### src/rtl/dfmul_stream_ctrl.sv
// dfmul_stream_ctrl: valid/ready streaming front-end for a fixed-latency pipelined double multiplier.
// Credit-based issue reserves a result FIFO slot for every pair sent into the multiplier.
module dfmul_stream_ctrl #(
    parameter int MUL_LAT = 2,
    parameter int DEPTH   = 8,
    parameter int CNT_W   = 16
) (
    input  logic             clk,
    input  logic             reset_n,
    input  logic             flush,
    input  logic             s_valid,
    output logic             s_ready,
    input  logic [63:0]      s_a,
    input  logic [63:0]      s_b,
    output logic [63:0]      mul_ina,
    output logic [63:0]      mul_inb,
    input  logic [63:0]      mul_out,
    input  logic [1:0]       mul_flag,
    output logic             m_valid,
    input  logic             m_ready,
    output logic [63:0]      m_data,
    output logic [1:0]       m_flag,
    output logic [CNT_W-1:0] ovf_cnt,
    output logic [CNT_W-1:0] unf_cnt,
    output logic             busy
);
    localparam int PTR_W  = (DEPTH > 1) ? $clog2(DEPTH) : 1;
    localparam int FCNT_W = $clog2(DEPTH + 1);
    localparam int USED_W = FCNT_W + 1;
    localparam logic [FCNT_W-1:0] FULL    = FCNT_W'(DEPTH);
    localparam logic [USED_W-1:0] CREDITS = USED_W'(DEPTH);

    logic [MUL_LAT:0]  iss_pipe;
    logic [63:0]       fifo_data [DEPTH];
    logic [1:0]        fifo_flag [DEPTH];
    logic [PTR_W-1:0]  wr_ptr;
    logic [PTR_W-1:0]  rd_ptr;
    logic [FCNT_W-1:0] fifo_cnt;
    logic [USED_W-1:0] used;
    logic              pop;
    logic              accept;
    logic              capture;

    assign m_valid = (fifo_cnt != '0);
    assign m_data  = m_valid ? fifo_data[rd_ptr] : '0;
    assign m_flag  = m_valid ? fifo_flag[rd_ptr] : '0;
    assign busy    = (|iss_pipe) || m_valid;

    // Slots committed after this edge: stored results plus every pair still inside the multiplier,
    // minus the entry leaving now. Independent of s_valid so s_ready never waits on the source.
    always_comb begin
        pop     = m_valid && m_ready;
        used    = USED_W'(fifo_cnt) + USED_W'($countones(iss_pipe)) - USED_W'(pop);
        s_ready = (used < CREDITS);
        accept  = s_valid && s_ready && !flush;
        capture = iss_pipe[MUL_LAT] && !flush;
    end

    always_ff @(posedge clk or negedge reset_n) begin
        if (!reset_n) begin
            iss_pipe <= '0;
            wr_ptr   <= '0;
            rd_ptr   <= '0;
            fifo_cnt <= '0;
        end else if (flush) begin
            iss_pipe <= '0;
            wr_ptr   <= '0;
            rd_ptr   <= '0;
            fifo_cnt <= '0;
        end else begin
            iss_pipe <= {iss_pipe[MUL_LAT-1:0], accept};
            if (capture) wr_ptr <= wr_ptr + 1'b1;
            if (pop)     rd_ptr <= rd_ptr + 1'b1;
            fifo_cnt <= fifo_cnt + FCNT_W'(capture) - FCNT_W'(pop);
        end
    end

    always_ff @(posedge clk or negedge reset_n) begin
        if (!reset_n) begin
            mul_ina <= '0;
            mul_inb <= '0;
        end else if (accept) begin
            mul_ina <= s_a;
            mul_inb <= s_b;
        end
    end

    // NOTE: the storage array is deliberately not reset; m_data/m_flag are masked by m_valid,
    // so an entry is only ever visible after it has been written.
    always_ff @(posedge clk) begin
        if (capture) begin
            fifo_data[wr_ptr] <= mul_out;
            fifo_flag[wr_ptr] <= mul_flag;
        end
    end

    // Event counters survive flush; only reset clears them.
    always_ff @(posedge clk or negedge reset_n) begin
        if (!reset_n) begin
            ovf_cnt <= '0;
            unf_cnt <= '0;
        end else if (capture) begin
            if (mul_flag == 2'b01 && ovf_cnt != '1) ovf_cnt <= ovf_cnt + 1'b1;
            if (mul_flag == 2'b10 && unf_cnt != '1) unf_cnt <= unf_cnt + 1'b1;
        end
    end

    a_no_capture_when_full: assert property (
        @(posedge clk) disable iff (!reset_n) !(capture && fifo_cnt == FULL)
    );

endmodule

### config.mk
export PLATFORM = sky130hd
export DESIGN_NAME = dfmul_stream_ctrl
export DESIGN_NICKNAME = d
export VERILOG_FILES = /design/src/rtl/dfmul_stream_ctrl.sv
export SDC_FILE = /design/constraint.sdc
export NUM_CORES = 1
export LEC_CHECK = 0
export ABC_AREA = 0
export ABC_CLOCK_PERIOD_IN_PS = 12900
export CORE_MARGIN = 10
export CORE_UTILIZATION = 30
export DETAILED_ROUTE_END_ITERATION = 12
export GPL_ROUTABILITY_DRIVEN = 0
export HOLD_SLACK_MARGIN = 0.03
export MAX_ROUTING_LAYER = met4
export SYNTH_ARGS = -nofsm -noshare
export SYNTH_HDL_FRONTEND = slang
export SYNTH_SLANG_ARGS = --single-unit
### constraint.sdc
create_clock -name clk -period 12.9 [get_ports clk]
set_clock_uncertainty 0.15 [all_clocks]
set_input_delay 1.935 -clock clk [delete_from_list [all_inputs] [get_ports clk]]
set_output_delay 1.935 -clock clk [all_outputs]
set_load 0.05 [all_outputs]
==> summary.txt <==
Min path
  – HP Start: mul_ina[43]
  – Hold Crit Class: flip-flop to flip-flop
  – Hold endpoint: mul_ina[43]
  – Hold depth: 1

Setup path
  – CP top delay family: buffers and inverters
  – Arr. time, crit path: 4.89 ns
  – Slowest-stage cell, CP: clkdlybuf4s50_1
  – Critical path buffers and inverters: 3
  – R2R Setup Slk: 7.72 ns
  – CP Max Fanout: 4
  – Critical Path RT: 10.81 ns
  – Worst R2R Start: fifo_cnt[2]
  – CP Launch Type: primary input
  – WS Path Type: primary input to output pin
  – CP cell instances: clkdlybuf4s50_1 > and2_1 > ha_1 > fa_1 > inv_1 > ha_1 > nand4b_1 > and4b_1 > or2_2 > clkdlybuf4s50_1
  – Crit end category: output pin
  – Reg2reg path depth: 15
  – Slowest Stage Delay on Critical Path: 0.81 ns
  – Worst r2r dst: mul_ina[9]

Synth
  – Adder-cell share of the synthesized area: 0.00838
  – Cell area after synthesis: 0.0272 sq mm
  – Largest cells by area after synthesis: edfxtp_1 58%, dfrtp_1 16%, mux4_2 11%, mux2_2 5.4%, mux2i_1 2.5%
  – #FFs+latches synth: 701
  – Seq/Total Area, Yosys: 0.743
  – Synth Instances: 1347
  – Synth Area in Compound Gates: 0.00414
  – Mean post-synth cell area: 20.2 sq um
  – Yosys warns: 0
  – Post-synth top flop: edfxtp_1
  – Synth unique cells: 48
  – Post-synth EDFFs: 528
  – Asr flop ratio synth: 0.247
  – Xor/xnor share of the synthesized area: 0.0116
  – Mux contribution to synthesized area: 0.189
  – Top-area cell type share of the netlist area: 0.583
  – Mapped Nets: 1563
  – Area share of and/or/nand/nor cells after synthesis: 0.0313
  – Cell accounting for the most synthesized area: edfxtp_1
  – Largest family of logic cells by synthesized area: multiplexers

Floorplanning
  – Total die area: 0.103 sq mm
  – Core region area: 0.0900 sq mm
  – Die height: 321 um
  – Die width: 321 um
  – Starting Density: 0.302
  – FP Rows: 110
  – Ports: 428

Power
  – Cell leakage power: 12.0 nW
  – Combinational Power Share: 0.387
  – Peak VDD IR: 0.000207 V
  – Switching Share: 0.374
  – Pint: 5.18 mW
  – NetSw: 3.09 mW
  – Sequential power share: 0.344
  – PwrDens: 233 mW/mm^2
  – Clk network pwr share: 0.269

Clock network
  – # resized after CTS: 0
  – Clk slew on worst S/H paths: 0.06 ns
  – Worst-Skew Late Latency: 0.62 ns
  – Sink Count: 701
  – Root buffer cell: clkbuf_16
  – Cts hold-fix bufs: 0
  – CTS max path bufs: 3
  – H-tree depth: 3
  – CTS tree: done
  – Cts bufs inserted: 77
  – Post-CTS Setup Bufs: 0

Route
  – Initial DRT Pass Iterations: 6
  – Vias per cell: 4.67
  – DRT iter0 DRCs: 969
  – WL/cell: 23.9 um
  – Routed via count: 14267
  – DR DRC count: 0
  – Drt total wl: 72900 um
  – Post-DRT Antenna Nets: 0

Timing
  – Minimum clock period: 6.97 ns
  – Final Slew Violations: 0
  – Final setup violating endpoints: 0
  – Final TNS setup: 0 ns
  – Unrepaired setup endpoints after global routing: no
  – Final setup margin: 5.93 ns
  – Period utilization: 0.540
  – Worst hold slack: 0.354 ns
  – Slew HR: 0.284
  – Actual slew at the worst max-slew pin: 1.07 ns
  – F_max: 143 MHz
  – Final Hold Viols: 0

Layout
  – Layout cell share with drive strength beyond 1: 0.227
  – Nets: 2029
  – Area grow syn2layout: 30.6%
  – FILL cells: 8210

Global route
  – GRT Resource Usage Total: 0.144
  – Antenna violations before repair: 6
  – First-pass GRT wire length: 107000 um
  – Vias in the first global route: 15989
  – Largest net degree at the start of global routing: 99
  – Global route total overflow: 0

Job
  – Max-cap viol count: 0

Place
  – Hpwl dp: 47600 um
  – Pre-CTS WS: 5.92 ns
  – Port Buffers: 427

Run status
  – Status: finished, final reports clean
[cell usage in the layout, fill, tap and decap left out, drive strengths merged, types with 6 or more instances in the layout]
cell and instances:
buf 26, bufinv 8, clkbuf 94, clkdlybuf4s50 426, clkinv 30, clkinvlp 6
dfrtp 173, edfxtp 528, ha 15, inv 19, mux2 131, mux2i 68
mux4 132, nand2 14, nand3 11, nand4 8, nor2 85, nor3 7
xnor2 22, xor2 14
[cell families after synthesis]
family / count (synthesis)
adders and majority gates: 17
xor gates and xnor gates: 36
and+or+nand+nor: 163
DFF: 701
AOI/OAI and AO/OA: 17
muxes: 331
buffers and inverters: 82
[sequential cells by signal, indices dropped and copies added, names as in the netlist]
name / count
unf_cnt: 16
mul_inb: 64
rd_ptr: 3
iss_pipe: 3
ovf_cnt: 16
mul_ina: 64
fifo_cnt: 4
fifo_data: 512
wr_ptr: 3
fifo_flag: 16
[worst max-delay path by stage]
| stage | startpoint | end | slack [ns] | cells past startpoint |
|---|---|---|---|---|
| floorplan | flush | fifo_data[0][0] | 5.29 | 3 |
| global placement | m_ready | s_ready | 5.87 | 10 |
| detailed placement | m_ready | s_ready | 5.92 | 10 |
| CTS | m_ready | s_ready | 5.91 | 10 |
| global route | m_ready | s_ready | 5.83 | 10 |
| finish | m_ready | s_ready | 5.93 | 10 |
[synth_stat cells (2+ instances only)]
cell type and number:
or2_2 2, nand3_1 11, nand2b_1 3, nand3b_1 2, a211oi_1 3, nor2_1 85
buf_1 5, dfrtp_1 173, xor2_1 14, and3_1 5, mux4_2 132, nor3b_1 3
clkbuf_1 26, buf_6 2, mux2_2 130, xnor2_1 22, nand4_1 8, inv_1 17
o21ai_0 3, nand2_1 14, a21oi_1 4, and2_1 2, fa_1 2, and4_1 2
buf_2 32, nor4_2 2, nand4b_1 2, nor3_1 7, o2111ai_1 3, nor4_1 2
mux2i_1 68, nor2b_1 4, ha_1 15, edfxtp_1 528
[worst reg2reg max path, delay by kind of cell (launching register included)]
kind | cells | cell delay (ns)
AND/OR/NAND/NOR | 3 | 0.88
flip-flops | 1 | 0.36
multiplexers | 1 | 0.53
buffers and inverters | 5 | 1.84
AO/OA/AOI/OAI | 2 | 0.27
adder cells (fa/ha/maj) | 4 | 1.05
[metrics by stage]
| step | power [mW] | instance area, sq um | cells | utilization |
|---|---|---|---|---|
| global route | 8.65 | 35500 | 3054 | 0.394 |
| CTS | 8.42 | 35500 | 3050 | 0.394 |
| detailed placement | 6.15 | 32900 | 2910 | 0.366 |
| finish | 8.28 | 35500 | 3055 | 0.394 |
| global placement | 6.13 | 32900 | 2910 | 0.366 |
| floorplan | 4.98 | 27200 | 1347 | - |
[area by class of cell]
type / count / area (sq um) / share of cell area
Clock inverter: 46 / 512 / 0.0144
Sequential cell: 701 / 20200 / 0.569
Clock buffer: 94 / 2080 / 0.0587
Timing Repair Buffer: 452 / 4460 / 0.126
Multi-Input combinational cell: 564 / 6710 / 0.189
Inverter: 17 / 63.8 / 0.00180
Tap cell: 1176 / 1470 / 0.0414
Antenna cell: 5 / 12.5 / 0.000352
[power groups by stage]
stage | registers (mW) | logic (mW) | clock network, mW
after floorplan | 3.53 | 1.45 | 0
after global placement | 2.89 | 3.24 | 0
after detailed placement | 2.90 | 3.26 | 0
after CTS | 2.86 | 3.27 | 2.29
after global routing | 2.88 | 3.37 | 2.39
final | 2.85 | 3.20 | 2.22
[routing by layer]
| metal | up-vias | share of wire | global-route usage |
|---|---|---|---|
| met4 | 0 | 0.020 | 0.0377 |
| met1 | 7463 | 0.39 | 0.162 |
| met5 | - | 0 | - |
| met2 | 471 | 0.51 | 0.241 |
| met3 | 85 | 0.082 | 0.0506 |
| li1 | 6248 | - | - |
(Power assumes the default switching activity.)
